File: src/rtl/cnn_pkg.sv
// Shared definitions for the CNN layer sequencer: FSM state encoding,
// layer index constants and default sizing.
package cnn_pkg;

    localparam int unsigned N_LAYERS_DEF  = 6;
    localparam int unsigned N_CLASSES_DEF = 10;

    localparam int unsigned L_CONV1 = 0;
    localparam int unsigned L_POOL1 = 1;
    localparam int unsigned L_CONV2 = 2;
    localparam int unsigned L_POOL2 = 3;
    localparam int unsigned L_FC1   = 4;
    localparam int unsigned L_FC2   = 5;

    localparam int unsigned STATE_W = 3;
    typedef logic [STATE_W-1:0] seq_state_t;

    localparam seq_state_t S_IDLE   = 3'd0;
    localparam seq_state_t S_LAUNCH = 3'd1;
    localparam seq_state_t S_WAIT   = 3'd2;
    localparam seq_state_t S_FINISH = 3'd3;
    localparam seq_state_t S_DONE   = 3'd4;
    localparam seq_state_t S_ERR    = 3'd5;

endpackage

File: src/rtl/cnn_argmax.sv
// Streaming signed argmax over the FC score beats; ties keep the lower index,
// beats past N_CLASSES are ignored, score_last raises the complete flag.
module cnn_argmax
    import cnn_pkg::*;
#(
    parameter int unsigned N_CLASSES = N_CLASSES_DEF,
    parameter int unsigned CLASS_W   = 4,
    parameter int unsigned SCORE_W   = 16
) (
    input  logic               clk_in,
    input  logic               rst_n,
    input  logic               clear,
    input  logic               enable,
    input  logic               score_valid,
    input  logic [SCORE_W-1:0] score_data,
    input  logic               score_last,
    output logic [CLASS_W-1:0] max_idx,
    output logic               complete
);
    localparam int unsigned CNT_W = $clog2(N_CLASSES + 1);

    logic [CNT_W-1:0]   cnt_q, cnt_d;
    logic [SCORE_W-1:0] max_q, max_d;
    logic [CLASS_W-1:0] idx_q, idx_d;
    logic               complete_q, complete_d;

    always_comb begin
        cnt_d      = cnt_q;
        max_d      = max_q;
        idx_d      = idx_q;
        complete_d = complete_q;
        if (clear) begin
            cnt_d      = '0;
            max_d      = '0;
            idx_d      = '0;
            complete_d = 1'b0;
        end else if (enable && score_valid) begin
            // Counter saturates at N_CLASSES so late beats can never be selected
            if (cnt_q < CNT_W'(N_CLASSES)) begin
                if ((cnt_q == '0) || ($signed(score_data) > $signed(max_q))) begin
                    max_d = score_data;
                    idx_d = CLASS_W'(cnt_q);
                end
                cnt_d = cnt_q + CNT_W'(1);
            end
            if (score_last) begin
                complete_d = 1'b1;
            end
        end
    end

    always_ff @(posedge clk_in or negedge rst_n) begin
        if (!rst_n) begin
            cnt_q      <= '0;
            max_q      <= '0;
            idx_q      <= '0;
            complete_q <= 1'b0;
        end else begin
            cnt_q      <= cnt_d;
            max_q      <= max_d;
            idx_q      <= idx_d;
            complete_q <= complete_d;
        end
    end

    assign max_idx  = idx_q;
    assign complete = complete_q;

endmodule

File: src/rtl/cnn_layer_sequencer.sv
// Runs one CNN inference: launches the six layer engines in order with a
// per-layer watchdog, flips the ping-pong buffer and reports the argmax class.
// Optional cycle counter on perf_cycles when CNN_SEQ_PERF_EN is defined.
module cnn_layer_sequencer
    import cnn_pkg::*;
#(
    parameter int unsigned N_LAYERS       = N_LAYERS_DEF,
    parameter int unsigned N_CLASSES      = N_CLASSES_DEF,
    parameter int unsigned CLASS_W        = 4,
    parameter int unsigned SCORE_W        = 16,
    parameter int unsigned TIMEOUT_CYCLES = 65535
) (
    input  logic                clk_in,
    input  logic                rst_n,
    input  logic                start,
    output logic                busy,
    output logic [N_LAYERS-1:0] layer_start,
    input  logic [N_LAYERS-1:0] layer_done,
    output logic                buf_sel,
    input  logic                score_valid,
    input  logic [SCORE_W-1:0]  score_data,
    input  logic                score_last,
    output logic [CLASS_W-1:0]  class_out,
    output logic                class_valid,
`ifdef CNN_SEQ_PERF_EN
    output logic [31:0]         perf_cycles,
`endif
    output logic                error
);
    localparam int unsigned IDX_W = (N_LAYERS > 1) ? $clog2(N_LAYERS) : 1;
    localparam int unsigned WD_W  = $clog2(TIMEOUT_CYCLES + 1);

    seq_state_t          state_q, state_d;
    logic [IDX_W-1:0]    idx_q, idx_d;
    logic                buf_sel_q, buf_sel_d;
    logic                busy_q, busy_d;
    logic [N_LAYERS-1:0] layer_start_q, layer_start_d;
    logic [CLASS_W-1:0]  class_out_q, class_out_d;
    logic                class_valid_q, class_valid_d;
    logic                error_q, error_d;
    logic [WD_W-1:0]     wdog_q, wdog_d;
    logic                start_acc_c;
    logic                am_en_c;
    logic                timeout_c;
    logic [CLASS_W-1:0]  am_idx;
    logic                am_complete;

    cnn_argmax #(
        .N_CLASSES (N_CLASSES),
        .CLASS_W   (CLASS_W),
        .SCORE_W   (SCORE_W)
    ) u_argmax (
        .clk_in      (clk_in),
        .rst_n       (rst_n),
        .clear       (start_acc_c),
        .enable      (am_en_c),
        .score_valid (score_valid),
        .score_data  (score_data),
        .score_last  (score_last),
        .max_idx     (am_idx),
        .complete    (am_complete)
    );

    always_comb begin
        state_d       = state_q;
        idx_d         = idx_q;
        buf_sel_d     = buf_sel_q;
        busy_d        = busy_q;
        layer_start_d = '0;
        class_out_d   = class_out_q;
        class_valid_d = 1'b0;
        error_d       = error_q;
        wdog_d        = wdog_q;
        start_acc_c   = 1'b0;
        am_en_c       = (state_q != S_IDLE) && (state_q != S_ERR);
        timeout_c     = (wdog_q == WD_W'(TIMEOUT_CYCLES - 1));

        case (state_q)
            S_IDLE, S_ERR: begin
                if (start) begin
                    start_acc_c   = 1'b1;
                    state_d       = S_LAUNCH;
                    idx_d         = '0;
                    buf_sel_d     = 1'b0;
                    busy_d        = 1'b1;
                    error_d       = 1'b0;
                    class_out_d   = '0;
                    layer_start_d = N_LAYERS'(1);
                end
            end
            S_LAUNCH: begin
                wdog_d  = '0;
                state_d = S_WAIT;
            end
            S_WAIT: begin
                // A done in the timeout cycle still wins over the watchdog
                if (layer_done[idx_q]) begin
                    if (idx_q == IDX_W'(N_LAYERS - 1)) begin
                        state_d = S_FINISH;
                    end else begin
                        idx_d         = idx_q + IDX_W'(1);
                        buf_sel_d     = ~buf_sel_q;
                        layer_start_d = N_LAYERS'(1) << (idx_q + IDX_W'(1));
                        state_d       = S_LAUNCH;
                    end
                end else if (timeout_c) begin
                    state_d = S_ERR;
                    error_d = 1'b1;
                    busy_d  = 1'b0;
                end else begin
                    wdog_d = wdog_q + WD_W'(1);
                end
            end
            S_FINISH: begin
                if (am_complete) begin
                    state_d       = S_DONE;
                    class_out_d   = am_idx;
                    class_valid_d = 1'b1;
                end else if (timeout_c) begin
                    state_d = S_ERR;
                    error_d = 1'b1;
                    busy_d  = 1'b0;
                end else begin
                    wdog_d = wdog_q + WD_W'(1);
                end
            end
            S_DONE: begin
                state_d = S_IDLE;
                busy_d  = 1'b0;
            end
            default: begin
                state_d = S_IDLE;
                busy_d  = 1'b0;
            end
        endcase
    end

    always_ff @(posedge clk_in or negedge rst_n) begin
        if (!rst_n) begin
            state_q       <= S_IDLE;
            idx_q         <= '0;
            buf_sel_q     <= 1'b0;
            busy_q        <= 1'b0;
            layer_start_q <= '0;
            class_out_q   <= '0;
            class_valid_q <= 1'b0;
            error_q       <= 1'b0;
            wdog_q        <= '0;
        end else begin
            state_q       <= state_d;
            idx_q         <= idx_d;
            buf_sel_q     <= buf_sel_d;
            busy_q        <= busy_d;
            layer_start_q <= layer_start_d;
            class_out_q   <= class_out_d;
            class_valid_q <= class_valid_d;
            error_q       <= error_d;
            wdog_q        <= wdog_d;
        end
    end

`ifdef CNN_SEQ_PERF_EN
    logic [31:0] perf_q, perf_d;

    // Counts busy cycles of the current run and holds once busy drops
    always_comb begin
        perf_d = perf_q;
        if (start_acc_c) begin
            perf_d = '0;
        end else if (busy_q) begin
            perf_d = perf_q + 32'd1;
        end
    end

    always_ff @(posedge clk_in or negedge rst_n) begin
        if (!rst_n) begin
            perf_q <= '0;
        end else begin
            perf_q <= perf_d;
        end
    end

    assign perf_cycles = perf_q;
`endif

    assign busy        = busy_q;
    assign layer_start = layer_start_q;
    assign buf_sel     = buf_sel_q;
    assign class_out   = class_out_q;
    assign class_valid = class_valid_q;
    assign error       = error_q;

endmodule

File: config.mk
export PLATFORM = sky130hd
export DESIGN_NAME = cnn_layer_sequencer
export DESIGN_NICKNAME = d
export VERILOG_FILES = /design/src/rtl/cnn_pkg.sv /design/src/rtl/cnn_argmax.sv /design/src/rtl/cnn_layer_sequencer.sv
export SDC_FILE = /design/constraint.sdc
export NUM_CORES = 1
export LEC_CHECK = 0
export ABC_AREA = 1
export CAP_MARGIN = 20
export CORE_ASPECT_RATIO = 1.4
export CORE_MARGIN = 2
export CORE_UTILIZATION = 53
export CTS_CLUSTER_SIZE = 8
export DETAILED_ROUTE_END_ITERATION = 10
export HOLD_SLACK_MARGIN = 0.02
export PLACE_DENSITY = 0.74
export SLEW_MARGIN = 20
export SYNTH_ARGS = -nofsm -noshare
export SYNTH_HDL_FRONTEND = slang
export SYNTH_SLANG_ARGS = --single-unit
File: constraint.sdc
create_clock -name clk_in -period 4.07 [get_ports clk_in]
set_input_delay 0.407 -clock clk_in [delete_from_list [all_inputs] [get_ports clk_in]]
set_output_delay 0.407 -clock clk_in [all_outputs]
set_load 0.01 [all_outputs]
==> summary.md <==
| Metric | Value |
|---|---|
| Skew-Pair Late Insertion Delay | 0.35 ns |
| Initial Utilization | 0.5482 |
| Share of layout cells above drive strength 1 | 0.1193 |
| Crit. Startpoint | score_data[7] |
| DR WL met2 | 4044 um |
| Via count | 3,169 |
| Hold Buf Count CTS | 0 |
| CP Capture Type | register |
| Core area | 0.006937 mm^2 |
| Initial antenna violation count | 0 |
| Finished Layout Cells | 623 |
| Leakage Power | 2.219 nW |
| CP endpoint | u_argmax.max_q[5] |
| Final clock skew | 0.008814 ns |
| Metal-1 WL | 3152 um |
| Final Hold Vio Count | 0 |
| Number of global-route vias before repair | 3,251 |
| Cell-internal power | 1.553 mW |
| Post-route ant nets | 0 |
| Synth-to-Final Area Change | 17.14% |
| Routed WL | 7557 um |
| Max clock buf depth | 2 |
| # IOs | 41 |
| Post-CTS Setup Bufs | 0 |
| Syn_area_per_cell | 7.889 um^2 |
| Vias/cell | 5.087 |
| Data required time at the worst endpoint | 4.30 ns |
| Min cycle time layout | 2.600 ns |
| Fmax | 384.6 MHz |
| Yosys warns | 0 |
| Worst-path fanout max | 21 |
| Reg2Reg Depth | 13 |
| Setup ws final | 1.470 ns |
| Root Buffer | clkbuf_8 |
| Max Cap Violations | 0 |
| Buffers on Ports | 40 |
| Reg2Reg Capture Point | u_argmax.max_q[5] |
| Hpwl dp | 5684 um |
| Ys async rst share | 1.000 |
| CTS H-Tree Depth | 3 |
| Sequential fraction of the synthesis area | 0.4014 |
| P_sw | 1.185 mW |
| Max-slew violation count | 0 |
| Reg clk slew, reported paths | 0.07 ns |
| Sequential share of power | 0.322 |
| Number of synthesized flops with an enable pin | 0 |
| Fin Setup TNS | 0 ns |
| VDD IR-drop max | 0.3355 mV |
| R2r setup slk | 1.58 ns |
| First-pass GRT wire length | 14,090 um |
| DIE AREA | 0.007877 mm^2 |
| Antenna fix cells | 0 |
| DRT Pass-1 Iters | 5 |
| Post-route DRC | 0 |
| Number of fillers in the final layout | 632 |
| Tot GR Track Use | 0.2264 |
| Synth Flop Type | dfrtp_1 |
| End-of-flow core utilization | 0.6421 |
| Mapped Area | 0.003802 mm^2 |
| CTS tree | yes |
| Cts repair resizes | 0 |
| Critical path type | in -> reg |
| CP arrival | 2.83 ns |
| Switching share of power | 0.4328 |
| RSZ-0062 raised after global routing | false |
| Place WS | 1.063 ns |
| Area fraction of the dominant cell type after synthesis | 0.4014 |
| R2r startpoint | u_argmax.max_q[7] |
| Synth Instances | 482 |
| Met3 routed WL | 239 um |
| Initial DRC count | 197 |
| Status | complete, no violations |
| GRT Residual Overflow | 0 |
| Clock Sink Count | 61 |
| Power Dens Cells | 614.6 mW/mm^2 |
| Clock share of power | 0.220 |
| Layout Nets | 576 |
| Largest area contributor in the netlist | dfrtp_1 |
| Synth area leaders | dfrtp_1 (40%), nand2_1 (10%), ha_1 (8.6%), inv_1 (7.6%), nand3_1 (7.0%) |
| Max layer used | met4 |
| Avg WL per Cell | 12.13 um |
| Final GP Congestion | 0.9033 |
| Final setup viols | 0 |
| Row cnt | 36 |
| Final worst-path cycle share | 0.6388 |
| Actual slew at the worst max-slew pin | 0.7609 ns |
| Slew margin rel. | 0.4927 |
| Num CTS Buffers | 9 |
| Hold WC Path Type | in -> async |
| Placed cells | 607 |
| Largest net degree at the start of global routing | 62 |
| Die height | 104.2 um |
| Syn_nets | 535 |
| #FFs+latches synth | 61 |
| Die X | 75.59 um |
| Comb power frac | 0.458 |
| CP Launch Type | input pin |
| Synth cell types | 43 |
==> stage by stage <==
step | cell area (um^2) | total power, mW | hold WS, ns
CTS | 4454 | 2.767 | 0.2360
detailed placement | 4230 | 2.161 | 0.4643
global placement | 4230 | 2.109 | 0.4566
global route | 4454 | 3.004 | 0.2911
finish | 4454 | 2.738 | 0.2028
floorplan | 3802 | 1.925 | 0.1114
==> cells in the mapped netlist (4+ instances only) <==
| cell | number |
|---|---|
| inv_2 | 9 |
| nand2_2 | 5 |
| a21oi_2 | 6 |
| xor2_1 | 4 |
| o21ai_0 | 6 |
| inv_1 | 77 |
| nand4_1 | 5 |
| dfrtp_1 | 61 |
| a21oi_1 | 12 |
| o21ai_1 | 10 |
| nor2_2 | 8 |
| nand2_4 | 4 |
| o31ai_1 | 6 |
| nor2_1 | 41 |
| nor3_1 | 6 |
| ha_1 | 26 |
| nand3_1 | 53 |
| nand2_1 | 103 |
==> area by class of cell <==
type / instances / area [um^2] / share of cell area
clock buffers: 10 / 137.6 / 0.03090
clock inverters: 6 / 86.33 / 0.01938
inverters: 87 / 329.1 / 0.07388
multi-input cells: 322 / 1846 / 0.4143
flip-flops and latches: 61 / 1526 / 0.3427
well taps: 95 / 118.9 / 0.02669
repair buffers: 42 / 410.4 / 0.09213
==> registers in the layout, indices dropped and copies added (netlist names) <==
name and count:
u_argmax.max_idx 4, busy 1, idx_q 3, wdog_q 16, class_valid 1, layer_start 6
buf_sel 1, u_argmax.max_q 16, error 1, u_argmax.complete 1, u_argmax.cnt_q 4, class_out 4
state_q 3
==> power by group through the flow <==
stage | clock network, mW | registers [mW] | logic [mW]
2_1_floorplan | 0 | 0.873 | 1.05
3_3_place_gp | 0 | 0.884 | 1.22
3_5_place_dp | 0 | 0.887 | 1.27
4_1_cts | 0.612 | 0.881 | 1.27
5_1_grt | 0.643 | 0.906 | 1.46
6_report | 0.602 | 0.882 | 1.25
==> worst min-delay path by stage <==
stage / endpoint / slack [ns] / cells after the start
final: wdog_q[6] / 0.20 / 2
after global routing: wdog_q[8] / 0.29 / 2
after CTS: wdog_q[9] / 0.24 / 2
after detailed placement: u_argmax.max_q[2] / 0.46 / 2
after global placement: u_argmax.max_idx[1] / 0.46 / 2
after floorplan: buf_sel / 0.11 / 0
==> logic make-up after synthesis <==
logic type | count (synthesis) | share of synthesized area
buffers and inverters | 99 | 0.1132
AOI/OAI and AO/OA | 51 | 0.08852
and+or+nand+nor | 239 | 0.2975
xor gates and xnor gates | 6 | 0.01382
DFF | 61 | 0.4014
adders and majority gates | 26 | 0.08555
==> placed cells by master, fill, tap and decap left out, types with 4 or more instances in the layout <==
cell type / instances
nand3_1: 53
o21ai_1: 10
a21oi_2: 6
dfrtp_1: 61
clkdlybuf4s50_1: 39
nand4_1: 5
a21oi_1: 12
o31ai_1: 6
nor3_1: 6
xor2_1: 4
ha_1: 26
nand2_4: 4
nand2_2: 5
inv_1: 77
o21ai_0: 6
inv_2: 9
clkbuf_8: 10
nor2_2: 8
nor2_1: 41
nand2_1: 103
==> routing by layer <==
layer,GRT usage,vias up
li1,-,1613
met1,0.2752,1494
met2,0.3832,52
met3,0.05233,10
met4,0.07644,0
met5,0,-
==> worst max-delay path, stage by stage <==
cell,delay (ns)
clkdlybuf4s50_1,0.43
ha_1,0.30
nand2_1,0.07
nor2_1,0.21
o21ai_1,0.11
nand3_1,0.09
nand2_1,0.07
nand3_1,0.07
nand3_1,0.08
nand2_1,0.51
nand2_4,0.28
nand2_1,0.13
nand2_1,0.06
Power figures use the tool's default switching activity.
